## config.mk

```make
export PLATFORM = sky130hd
export DESIGN_NAME = spi_slave_obi_seq
export DESIGN_NICKNAME = d
export VERILOG_FILES = /design/src/rtl/spi_slave_obi_seq.sv
export SDC_FILE = /design/constraint.sdc
export NUM_CORES = 1
export LEC_CHECK = 0
export BUFFER_PORTS_ARGS = -buffer_cell sky130_fd_sc_hd__buf_4
export CORE_MARGIN = 4
export CORE_UTILIZATION = 40
export DETAILED_ROUTE_END_ITERATION = 12
export SYNTH_ARGS = -nofsm -noshare
export SYNTH_HDL_FRONTEND = slang
export SYNTH_SLANG_ARGS = --single-unit
```

## constraint.sdc

```tcl
create_clock -name sys_clk -period 3.1 [get_ports sys_clk]
set_input_delay 0 -clock sys_clk [delete_from_list [all_inputs] [get_ports sys_clk]]
set_output_delay 0 -clock sys_clk [all_outputs]
set_load 0.01 [all_outputs]
```

## src/rtl/spi_slave_obi_seq.sv

```systemverilog
// SPI word streams to a single-outstanding OBI master with wrap bursts and one-word read prefetch; one OBI access per word.
// obi_req is held until obi_gnt, and SPI streams stall via wr_data_ready/rd_data_valid. `define SPI_OBI_SEQ_ERR_EN adds obi_err/bus_err.
module spi_slave_obi_seq (
  input  logic        sys_clk,
  input  logic        sys_rst,
  input  logic [31:0] cmd_addr,
  input  logic        cmd_addr_valid,
  input  logic        cmd_rd_wr,
  input  logic [15:0] wrap_length,
  input  logic [31:0] wr_data,
  input  logic        wr_data_valid,
  output logic        wr_data_ready,
  output logic [31:0] rd_data,
  output logic        rd_data_valid,
  input  logic        rd_data_ready,
  output logic        obi_req,
  input  logic        obi_gnt,
  output logic [31:0] obi_addr,
  output logic        obi_we,
  output logic [3:0]  obi_be,
  output logic [31:0] obi_wdata,
  input  logic        obi_rvalid,
  input  logic [31:0] obi_rdata
`ifdef SPI_OBI_SEQ_ERR_EN
  ,
  input  logic        obi_err,
  output logic        bus_err
`endif
);

  typedef enum logic [2:0] {IDLE, RD_REQ, RD_RSP, RD_HOLD, WR_DATA, WR_REQ, WR_RSP} state_t;
  state_t state, state_nxt;

  logic [31:0] base, cur, pend_addr, sel_addr, rdata_eff;
  logic [15:0] word_cnt, wrap_len, pend_wrap, sel_wrap, cnt_inc;
  logic        pend, pend_rw, sel_rw;
  logic        busy, rsp_done, start, rd_capture, pop, advance, wr_take;

  // A command arriving mid-access waits in pend; the freshest command wins when the response lands.
  always_comb begin
    busy       = (state == RD_REQ) || (state == RD_RSP) || (state == WR_REQ) || (state == WR_RSP);
    rsp_done   = obi_rvalid && ((state == RD_RSP) || (state == WR_RSP));
    sel_rw     = cmd_addr_valid ? cmd_rd_wr   : pend_rw;
    sel_addr   = cmd_addr_valid ? cmd_addr    : pend_addr;
    sel_wrap   = cmd_addr_valid ? wrap_length : pend_wrap;
    start      = (cmd_addr_valid && !busy) || (rsp_done && (pend || cmd_addr_valid));
    rd_capture = rsp_done && (state == RD_RSP) && !start;
    pop        = (state == RD_HOLD) && rd_data_valid && rd_data_ready && !start;
    advance    = pop || ((state == WR_RSP) && obi_rvalid && !start);
    wr_take    = (state == WR_DATA) && wr_data_valid && !start;
    cnt_inc    = word_cnt + 16'd1;
`ifdef SPI_OBI_SEQ_ERR_EN
    rdata_eff  = obi_err ? 32'hBADACCE5 : obi_rdata;
`else
    rdata_eff  = obi_rdata;
`endif
  end

  always_ff @(posedge sys_clk) begin
    if (sys_rst) state <= IDLE;
    else         state <= state_nxt;
  end

  always_comb begin
    state_nxt = state;
    if (start) begin
      state_nxt = sel_rw ? RD_REQ : WR_DATA;
    end else begin
      case (state)
        RD_REQ:  if (obi_gnt)    state_nxt = RD_RSP;
        RD_RSP:  if (obi_rvalid) state_nxt = RD_HOLD;
        RD_HOLD: if (pop)        state_nxt = RD_REQ;
        WR_DATA: if (wr_take)    state_nxt = WR_REQ;
        WR_REQ:  if (obi_gnt)    state_nxt = WR_RSP;
        WR_RSP:  if (obi_rvalid) state_nxt = WR_DATA;
        default: state_nxt = state;
      endcase
    end
  end

  always_comb begin
    obi_req       = (state == RD_REQ) || (state == WR_REQ);
    obi_we        = (state == WR_REQ);
    obi_be        = 4'hF;
    obi_addr      = cur;
    wr_data_ready = (state == WR_DATA);
  end

  always_ff @(posedge sys_clk) begin
    if (sys_rst) begin
      base          <= '0;
      cur           <= '0;
      word_cnt      <= '0;
      wrap_len      <= '0;
      pend          <= 1'b0;
      pend_rw       <= 1'b0;
      pend_addr     <= '0;
      pend_wrap     <= '0;
      rd_data       <= '0;
      rd_data_valid <= 1'b0;
      obi_wdata     <= '0;
    end else begin
      if (start) begin
        pend <= 1'b0;
      end else if (cmd_addr_valid && busy) begin
        pend      <= 1'b1;
        pend_addr <= cmd_addr;
        pend_rw   <= cmd_rd_wr;
        pend_wrap <= wrap_length;
      end

      if (start) begin
        base          <= sel_addr;
        cur           <= sel_addr;
        word_cnt      <= '0;
        wrap_len      <= sel_wrap;
        rd_data_valid <= 1'b0;
      end else if (advance) begin
        if ((wrap_len != 16'd0) && (cnt_inc == wrap_len)) begin
          cur      <= base;
          word_cnt <= '0;
        end else begin
          cur      <= cur + 32'd4;
          word_cnt <= cnt_inc;
        end
      end

      if (rd_capture) begin
        rd_data       <= rdata_eff;
        rd_data_valid <= 1'b1;
      end else if (pop) begin
        rd_data_valid <= 1'b0;
      end

      if (wr_take) obi_wdata <= wr_data;
    end
  end

`ifdef SPI_OBI_SEQ_ERR_EN
  always_ff @(posedge sys_clk) begin
    if (sys_rst)                  bus_err <= 1'b0;
    else if (rsp_done && obi_err) bus_err <= 1'b1;
    else if (cmd_addr_valid)      bus_err <= 1'b0;
  end
`endif

endmodule

```

==> results by group <==
Timing
  • Slew margin rel.: 0.461
  • Final min period: 2.86 ns
  • Final Slew Violations: 0
  • Setup TNS: 0 ns
  • Max Fclk: 350 MHz
  • Final number of setup-violating endpoints: 0
  • Final Hold Fails: 0
  • Hold slack: 0.0737 ns
  • Clk_skew: ~0.011 ns
  • Worst slew pin tran: around 0.81 ns
  • Final Cycle Share: 0.923
  • Worst setup margin: roughly 0.24 ns
  • RSZ-0062 raised after global routing: false

Run
  • Max-Cap Viols: 0

Routing
  • Initial DRT Pass Iterations: 5
  • Vias/cell: 5.17
  • Iter 0 DRT Violations: 603
  • Avg WL per Cell: 16.6 µm
  • Final WL: between 30000 and 40000 µm
  • Post-route DRC: 0
  • Vias: 9735
  • DRT antenna net count: 0

Synthesis
  • Largest area contributor in the netlist: dfxtp_1
  • Ys async rst share: 0
  • Number of enable flip-flop cells after synthesis: 0
  • Most common cell in the netlist: nand2_1
  • Main synth FF type: dfxtp_1
  • Synth top area share: 0.444
  • Top cells by count, synth: nand2_1, dfxtp_1, a21oi_1
  • Post-synthesis sequential area ratio: 0.444
  • Synth Warn #: 0
  • Cell area after synthesis: about 9600 µm²
  • Post-Syn Instances: 1213
  • Syn_area_per_cell: a little under 8 µm²
  • Synth area leaders: dfxtp_1, nand2_1, a21oi_1
  • Netlist cell types: 66
  • Yosys reg bits: approximately 210

Power
  • Worst vdd ir: 0.378 mV
  • Power Dens Cells: 524 nW/µm²
  • Part of the power in registers: 0.433
  • Clk network pwr share: 0.385
  • Internal power: 5.27 mW
  • Switching pwr: around 2.0 mW
  • Combinational Power Share: 0.183
  • LEAKAGE: 5.64 nW
  • Sw Share: 0.274

Worst setup path
  • Crit-path max cell delay: 0.56 ns
  • Worst EP required: 3.53 ns
  • Worst path bufs/invs: 1
  • Critical Path Start Type: flip-flop
  • Worst path top cell family by delay: simple AND/OR/NAND/NOR gates
  • Slowest CP cell: dfxtp_1
  • Worst-path fanout max: 11
  • CP Cell Sequence: nand4_4 -> or4_4 -> mux2i_1 -> o21ai_0 -> and4b_1 -> buf_4 -> nor2_2 -> nand3b_1 -> a21oi_1
  • Critical path type: reg2reg
  • Arr. time, crit path: 3.29 ns
  • CP endpoint kind: flip-flop

CTS
  • Htree depth: 1
  • Clock slew at reported path FFs: around 0.06 ns
  • Postcts setup bufs: 0
  • Worst-Skew Late Latency: roughly 0.52 ns
  • # resized after CTS: 0
  • Sink Count: 214
  • CTS Root Cell: clkbuf_16
  • CTS tree: yes
  • Longest Clk Path Bufs: 3
  • Num CTS Buffers: 25

Final layout
  • Fillers: 2172
  • Ratio of cells with drive above 1 in the final layout: 0.197
  • P&R area growth vs syn: 43.5%
  • Final Util: 0.586
  • Reg area: approximately 4300 µm²
  • Multi-input combinational cell area: 5030 µm²
  • Total Nets Final: 1673
  • Antenna Diode Count: 0
  • Cell area after layout: 13800 µm²

Die
  • Die ar.: 26700 µm²
  • Core area: 23600 µm²
  • Die Wd: 163 µm
  • Core Rows: 56
  • Die extent in y: 163 µm
  • Initial Util: 0.408
  • Io pins: 224

Global route
  • Pin count of the biggest net entering global routing: 53
  • Global-route usage over all layers: 0.227
  • Antenna violations before repair: 0
  • Grt ovf: 0
  • First-pass GRT wire length: 49800 µm
  • Vias in the first global route: roughly 9500

Place
  • Area after DPL: 11600 µm²
  • Pre-CTS setup slack: between 0.3 and 0.4 ns
  • Final HPWL from detailed placement: 21100 µm
  • GP Congestion: ~0.85
  • # port buffers: about 220

Min path
  • Type of the worst min-delay path: in2reg

Status
  • Status: finished clean
-- cells in the final DEF (no fill, tap or decap), types with 7 or more instances in the layout --
cell type,synthesis,layout
a211oi_1,19,19
a21oi_1,195,195
and2_1,7,7
and3_1,11,11
buf_4,5,251
clkbuf_16,0,25
dfxtp_1,214,214
dlygate4sd3_1,0,144
mux2i_1,54,54
nand2_1,286,286
nand2b_1,7,7
nand3_1,22,22
nand3b_1,7,7
nand4_1,11,11
nor2_1,70,70
nor3_1,11,10
o21a_1,26,25
o21ai_0,22,22
o21ai_1,34,33
o22ai_1,13,13
xnor2_1,12,12
xor2_1,25,25
-- path summary, 6_finish.rpt --
check	start	to	slack, ns	cells past startpoint
worst max-delay path	word_cnt[2]	word_cnt[12]	0.24	9
worst min register to register	pend_wrap[1]	pend_wrap[1]	0.45	2
worst max register to register	word_cnt[2]	word_cnt[12]	0.24	9
worst min-delay path	wr_data_valid	obi_wdata[26]	0.07	5
-- layout make-up --
cell class                      count  share of cell area
Multi-Input combinational cell    910               0.363
Sequential cell                   214               0.310
Clock inverter                      4             0.00371
Clock buffer                       36              0.0518
Timing Repair Buffer              396               0.242
Tap cell                          319              0.0288
Inverter                            4             0.00108
-- cells by family after synthesis --
family / share of synthesized area
fa+ha+maj: 0.00259
compound gates: 0.200
flops: 0.444
buf+inv: 0.0398
other cells: 0.000389
simple gates: 0.221
xor+xnor: 0.0336
mux: 0.0584
-- through the flow --
step | power (mW) | cells
finish | 7.26 | 1883
global route | 7.59 | 1883
CTS | 7.33 | 1883
detailed placement | 4.36 | 1699
global placement | 4.35 | 1699
floorplan | 3.85 | 1216
-- state kept, by name (all words and copies together), names as in the netlist --
signal	count
wrap_len	16
rd_data	32
base	32
pend_addr	32
pend	1
obi_wdata	32
obi_addr	32
state	3
pend_wrap	16
word_cnt	16
pend_rw	1
rd_data_valid	1
-- worst register-to-register path, delay by kind of cell, from the launching register on --
kind                   cells  cell delay, ns
muxes                      1            0.16
buffers and inverters      1            0.19
DFF                        1            0.56
and+or+nand+nor            5            1.53
AOI/OAI and AO/OA          2            0.32
-- layer usage --
metal	global-route usage	share of wire	up-vias
met2	0.374	0.46	303
met3	0.0535	0.075	34
li1	-	-	4862
met5	0	0	-
met4	0.0469	0.019	0
met1	0.305	0.44	4536
-- timing repair --
item	CTS	global route
endpoints found under the hold margin	148	0
setup endpoints to repair	0	0
hold buffers	144	0
-- power by group through the flow --
stage,Sequential (mW),Combinational [mW],Clock (mW)
after global routing,3.17,1.46,2.96
after floorplan,3.17,0.679,0
after CTS,3.14,1.33,2.86
after detailed placement,3.20,1.17,0
final,3.14,1.33,2.79
after global placement,3.20,1.15,0
No activity file was read; power rests on OpenSTA's default activity.
